### config.mk
export PLATFORM = sky130hd
export DESIGN_NAME = ser_bit_stream_gen
export DESIGN_NICKNAME = d
export VERILOG_FILES = /design/src/rtl/ser_bit_stream_gen.sv
export SDC_FILE = /design/constraint.sdc
export NUM_CORES = 1
export LEC_CHECK = 0
export BUFFER_PORTS_ARGS = -buffer_cell sky130_fd_sc_hd__buf_4
export CAP_MARGIN = 40
export CORE_MARGIN = 4
export CORE_UTILIZATION = 45
export CTS_CLUSTER_SIZE = 10
export DETAILED_ROUTE_END_ITERATION = 12
export PLACE_DENSITY = 0.71
export SYNTH_ARGS = -nofsm -noshare
export SYNTH_HDL_FRONTEND = slang
export SYNTH_SLANG_ARGS = --single-unit
### constraint.sdc
create_clock -name clk -period 1.67 [get_ports clk]
set_clock_uncertainty 0.2 [all_clocks]
set_input_delay 0.0835 -clock clk [delete_from_list [all_inputs] [get_ports clk]]
set_output_delay 0.0835 -clock clk [all_outputs]
set_load 0.02 [all_outputs]
### src/rtl/ser_bit_stream_gen.sv
// Parallel-to-serial feeder: valid/ready word input, MSB-first gapless serial output.
// Optional even-parity bit per frame when SER_PARITY_EN is defined.
module ser_bit_stream_gen #(
  parameter int   WIDTH    = 8,
  parameter logic IDLE_BIT = 1'b0
) (
  input  logic             clk,
  input  logic             rst,
  input  logic [WIDTH-1:0] din,
  input  logic             din_valid,
  output logic             din_ready,
  output logic             ser_out,
  output logic             ser_valid,
  output logic             frame_done
);

  localparam int CW = $clog2(WIDTH + 1);
  localparam logic [CW-1:0] LAST_IDX   = CW'(WIDTH - 1);
  localparam logic [CW-1:0] PENULT_IDX = CW'(WIDTH - 2);

`ifdef SER_PARITY_EN
  typedef enum logic [1:0] {ST_IDLE = 2'd0, ST_SHIFT = 2'd1, ST_PARITY = 2'd2} state_t;

  function automatic logic even_parity(input logic [WIDTH-1:0] w);
    even_parity = ^w;
  endfunction
`else
  typedef enum logic {ST_IDLE = 1'b0, ST_SHIFT = 1'b1} state_t;
`endif

  state_t           state_r, state_s;
  logic [WIDTH-1:0] shift_r, shift_s;
  logic [CW-1:0]    cnt_r, cnt_s;
  logic             ser_out_r, ser_out_s;
  logic             ser_valid_r, ser_valid_s;
  logic             frame_done_r, frame_done_s;
  logic             din_ready_s;
  logic             accept_s;
`ifdef SER_PARITY_EN
  logic             parity_r, parity_s;
`endif

  // cnt_r is the index of the bit currently on ser_out; ready only when that bit ends a frame
  always_comb begin
    din_ready_s = 1'b0;
    case (state_r)
      ST_IDLE:   din_ready_s = 1'b1;
`ifdef SER_PARITY_EN
      ST_SHIFT:  din_ready_s = 1'b0;
      ST_PARITY: din_ready_s = 1'b1;
`else
      ST_SHIFT:  din_ready_s = (cnt_r == LAST_IDX);
`endif
      default:   din_ready_s = 1'b0;
    endcase
  end

  assign accept_s = din_valid & din_ready_s;

  // Next-state and next-output computation
  always_comb begin
    state_s      = state_r;
    shift_s      = shift_r;
    cnt_s        = cnt_r;
    ser_out_s    = IDLE_BIT;
    ser_valid_s  = 1'b0;
    frame_done_s = 1'b0;
`ifdef SER_PARITY_EN
    parity_s     = parity_r;
`endif
    if (accept_s) begin
      state_s     = ST_SHIFT;
      shift_s     = {din[WIDTH-2:0], 1'b0};
      cnt_s       = '0;
      ser_out_s   = din[WIDTH-1];
      ser_valid_s = 1'b1;
`ifdef SER_PARITY_EN
      parity_s    = even_parity(din);
`endif
    end else begin
      case (state_r)
        ST_IDLE: begin
          state_s = ST_IDLE;
        end
        ST_SHIFT: begin
          if (cnt_r != LAST_IDX) begin
            shift_s     = {shift_r[WIDTH-2:0], 1'b0};
            cnt_s       = cnt_r + CW'(1);
            ser_out_s   = shift_r[WIDTH-1];
            ser_valid_s = 1'b1;
`ifdef SER_PARITY_EN
            frame_done_s = 1'b0;
`else
            frame_done_s = (cnt_r == PENULT_IDX);
`endif
          end else begin
            cnt_s   = '0;
            shift_s = '0;
`ifdef SER_PARITY_EN
            state_s      = ST_PARITY;
            ser_out_s    = parity_r;
            ser_valid_s  = 1'b1;
            frame_done_s = 1'b1;
`else
            state_s      = ST_IDLE;
`endif
          end
        end
`ifdef SER_PARITY_EN
        ST_PARITY: begin
          state_s = ST_IDLE;
          cnt_s   = '0;
        end
`endif
        default: begin
          state_s = ST_IDLE;
          cnt_s   = '0;
          shift_s = '0;
        end
      endcase
    end
  end

  // State and output registers
  always_ff @(posedge clk or negedge rst) begin
    if (!rst) begin
      state_r      <= ST_IDLE;
      shift_r      <= '0;
      cnt_r        <= '0;
      ser_out_r    <= IDLE_BIT;
      ser_valid_r  <= 1'b0;
      frame_done_r <= 1'b0;
`ifdef SER_PARITY_EN
      parity_r     <= 1'b0;
`endif
    end else begin
      state_r      <= state_s;
      shift_r      <= shift_s;
      cnt_r        <= cnt_s;
      ser_out_r    <= ser_out_s;
      ser_valid_r  <= ser_valid_s;
      frame_done_r <= frame_done_s;
`ifdef SER_PARITY_EN
      parity_r     <= parity_s;
`endif
    end
  end

  assign din_ready  = din_ready_s;
  assign ser_out    = ser_out_r;
  assign ser_valid  = ser_valid_r;
  assign frame_done = frame_done_r;

endmodule

==> out/qor.txt <==
CRITICAL PATH
------------------------------------------------------------------------------------
Cell class contributing the biggest share of worst-path delay             flip-flops
Critical register-to-register path startpoint                               cnt_r[0]
Arrival time worst endpoint                                                  1.59 ns
Endpoint of the lowest-slack register-to-register path                    shift_r[7]
Cell breakdown of the critical path                                     ha_2 -> nand3b_1 -> and2_4 -> buf_12 -> a221o_1
Worst setup path endpoint                                                 shift_r[7]
CP required                                                                  1.62 ns
Critical path's slowest cell                                                 dfrtp_1
Launching element of the worst setup path                                   cnt_r[0]
Register-to-register path setup slack                                        0.03 ns
WP depth                                                                           5
Bufs and invs on worst path                                                        1
Largest fanout of any net on the critical path                                     5
Class of the most critical setup path                                   flop to flop
Depth of the most critical reg-to-reg path                                         5
Critical path capture point type                                                flop
Critical path's largest stage delay                                          0.38 ns
Critical path launch point type                                                 flop

LOGIC SYNTHESIS
------------------------------------------------------------------------------------
Combined area of all synthesized cells                                       696 um2
Total nets after synthesis                                                        76
Sequential area share after synthesis                                          50.4%
Most numerous cell in the Yosys netlist                                      dfrtp_1
Flop and latch count out of synthesis                                             14
Mean Syn Cell Area                                                          11.0 um2
Share of Yosys cell area claimed by the top area cell type                     50.4%
Cells after Synth                                                                 63
Yosys warning total                                                                0
Distinct cell type count after synthesis                                          20
Count of flip-flops with a built-in enable after synthesis                         0
Cell type with the highest aggregate area in the netlist                     dfrtp_1
Synth cell count leaders                                                dfrtp_1, nor2_1, mux2i_1, a221o_1
Most instantiated flip-flop cell in the synthesis netlist                    dfrtp_1
Async set-or-reset flop fraction in the synthesized netlist                     100%
Largest cells by area after synthesis                                   dfrtp_1, mux2i_1, a221o_1

JOB
------------------------------------------------------------------------------------
Max Cap Violations                                                                 0

POWER
------------------------------------------------------------------------------------
PwrDens                                                                  1440 nW/um2
Leak Pwr                                                                    0.497 nW
Total power consumption of the routed design                                 1.45 mW
Worst voltage drop across the vdd grid                                        842 uV

CLOCK NETWORK
------------------------------------------------------------------------------------
CTS root buf                                                                clkbuf_4
CTS tree                                                                         yes
Clk Latency, worst-skew pair                                                 0.27 ns
Clock Sink Count                                                                  14
Clk slew on worst S/H paths                                                  0.09 ns
Level count of the clock H-tree                                                    1
Number of clock buffers inserted by TritonCTS                                      3
CTS max path bufs                                                                  2

GLOBAL ROUTING
------------------------------------------------------------------------------------
Total track usage                                                              16.6%
Number of global-route vias before repair                                        606
Maximum number of pins on one net before global-route repair                      15
Number of antenna violations at the first check in global routing                  0
GRT Residual Overflow                                                              0
Wire length of the first global-routing pass                                 2570 um

TIMING
------------------------------------------------------------------------------------
Setup ws final                                                             0.0302 ns
Share of the cycle needed by the critical path after routing                   98.2%
Final Max Tran Viols                                                               0
Timing-limited maximum frequency                                             610 MHz
Max-slew headroom at the worst pin                                             57.5%
Fin Setup TNS                                                                   0 ns
Hold Vio Cnt, Final                                                                0
Setup repair after global routing missed its margin                             true
Final min period                                                             1.64 ns
Final setup violation count                                                        0
Tightest Pin Transition                                                     0.636 ns
Worst Hold Margin                                                           0.323 ns

FLOORPLANNING
------------------------------------------------------------------------------------
Die Footprint                                                               2240 um2
Placeable core region                                                       1380 um2
Width of the die                                                             47.3 um
# rows                                                                            13
Boundary pin count                                                                15
Initial core utilization                                                       50.3%
Die height                                                                   47.3 um

FINISH
------------------------------------------------------------------------------------
Final instance area                                                         1010 um2
Share of the core filled with cells in the final layout                        73.1%
Layout overhead on the synthesized area                                        45.3%
Number of non-filler instances in the completed layout                           110
Share of layout cells above drive strength 1                                   30.5%
Layout Nets                                                                      110
Diode insertion count for antenna repair                                           0

DETAILED ROUTING
------------------------------------------------------------------------------------
First DRT Iteration DRCs                                                          10
Routed Antenna Nets                                                                0
Post-route DRC violation count                                                     0
Average wire per cell in the routed design                                   14.1 um
Total iterations of the first detailed-routing run                                 3
Mean number of vias per cell                                                    5.28
Overall via count from detail_route                                              581
WL final                                                                     1550 um

PLACE
------------------------------------------------------------------------------------
Placed instance count                                                             90
Number of input and output port buffers inserted                                  14
Place WS                                                                   0.0463 ns
Post-detail-place hpwl                                                        961 um
Weighted congestion at the end of routability-driven global placement          0.756
Placed inst area                                                             810 um2

RUN STATUS
------------------------------------------------------------------------------------
Result of the run                                                       finished clean

MIN PATH
------------------------------------------------------------------------------------
Path category of the worst min-delay check                              flop to flop

## worst register-to-register path: cells and delay by family (launching register included)
family                   cells  cell delay [ns]
buffers and inverters        1             0.13
adder cells (fa/ha/maj)      1             0.19
AND/OR/NAND/NOR              2             0.31
flip-flops                   1             0.38
AO/OA/AOI/OAI                1             0.31
## final cells by class
type	count	area, um2
Fill cell	101	372
Inverter	2	10.0
Timing Repair Buffer	33	294
Tap cell	15	18.8
Multi-Input combinational cell	43	315
Sequential cell	14	350
Clock buffer	3	22.5
## per-layer routing
layer	wire, um	vias up	track usage (%)
met1	744	273	20.5
li1	-	292	-
met5	0	-	0
met2	692	12	26.7
met4	40	0	8.84
met3	72	4	3.45
## power by group
part / switching [mW] / total (mW) / internal, mW / leakage, nW
clock network: 0.101 / 0.184 / 0.0831 / 0.0138
registers: 0.104 / 0.570 / 0.467 / 0.179
logic: 0.292 / 0.698 / 0.406 / 0.304
total: 0.497 / 1.45 / 0.956 / 0.497
## cell usage in the layout (no fill, tap or decap)
| cell type | Yosys | final |
|---|---|---|
| a22o_1 | 1 | 1 |
| a22o_2 | 1 | 1 |
| nand2b_1 | 1 | 1 |
| xor2_1 | 2 | 2 |
| dlygate4sd3_1 | 0 | 12 |
| buf_12 | 0 | 1 |
| o21ai_1 | 0 | 1 |
| and2_4 | 1 | 1 |
| nand3_1 | 2 | 2 |
| mux2i_1 | 7 | 7 |
| ha_2 | 0 | 1 |
| o21ai_0 | 4 | 3 |
| buf_4 | 0 | 19 |
| and4b_2 | 1 | 1 |
| clkbuf_4 | 0 | 3 |
| nand4b_1 | 1 | 1 |
| a221o_1 | 6 | 6 |
| inv_4 | 0 | 1 |
| nand3b_1 | 1 | 1 |
| nor2_1 | 9 | 9 |
| ha_1 | 2 | 1 |
| dfrtp_1 | 14 | 14 |
| inv_1 | 2 | 1 |
| nand2_1 | 4 | 4 |
| buf_6 | 1 | 1 |
## state kept, by name, summed over array words and instances (netlist names)
register and count:
frame_done 1, shift_r 7, cnt_r 4, ser_valid 1, ser_out 1
## worst min-delay path by stage
stage          slack [ns]  startpoint    endpoint  cells after the start
5_1_grt              0.35  shift_r[1]  shift_r[2]                      1
6_report             0.32  shift_r[1]  shift_r[2]                      1
3_5_place_dp        -0.26         rst     ser_out                      1
2_1_floorplan       -0.41         rst    cnt_r[0]                      0
4_1_cts              0.33  shift_r[3]  shift_r[4]                      1
3_3_place_gp        -0.26         rst  frame_done                      1
## repair_timing
action | 4_1_cts | 5_1_grt
hold endpoints to repair | 23 | 0
hold buffers | 12 | 0
gates resized for setup | 2 | 3
setup endpoints to repair | 1 | 5
gates cloned | 0 | 0
pin swaps | 1 | 4
setup buffers | 3 | 2
## kinds of logic (layout without fill, tap and decap cells)
family | Yosys count | count (layout) | synth area share [%]
xor gates and xnor gates | 2 | 2 | 2.52
muxes | 7 | 7 | 10.1
AOI/OAI and AO/OA | 12 | 12 | 14.2
adders and majority gates | 2 | 2 | 3.60
DFF | 14 | 14 | 50.4
and+or+nand+nor | 20 | 20 | 14.6
buffers and inverters | 6 | 38 | 4.68
No activity file was read; power rests on OpenSTA's default activity.
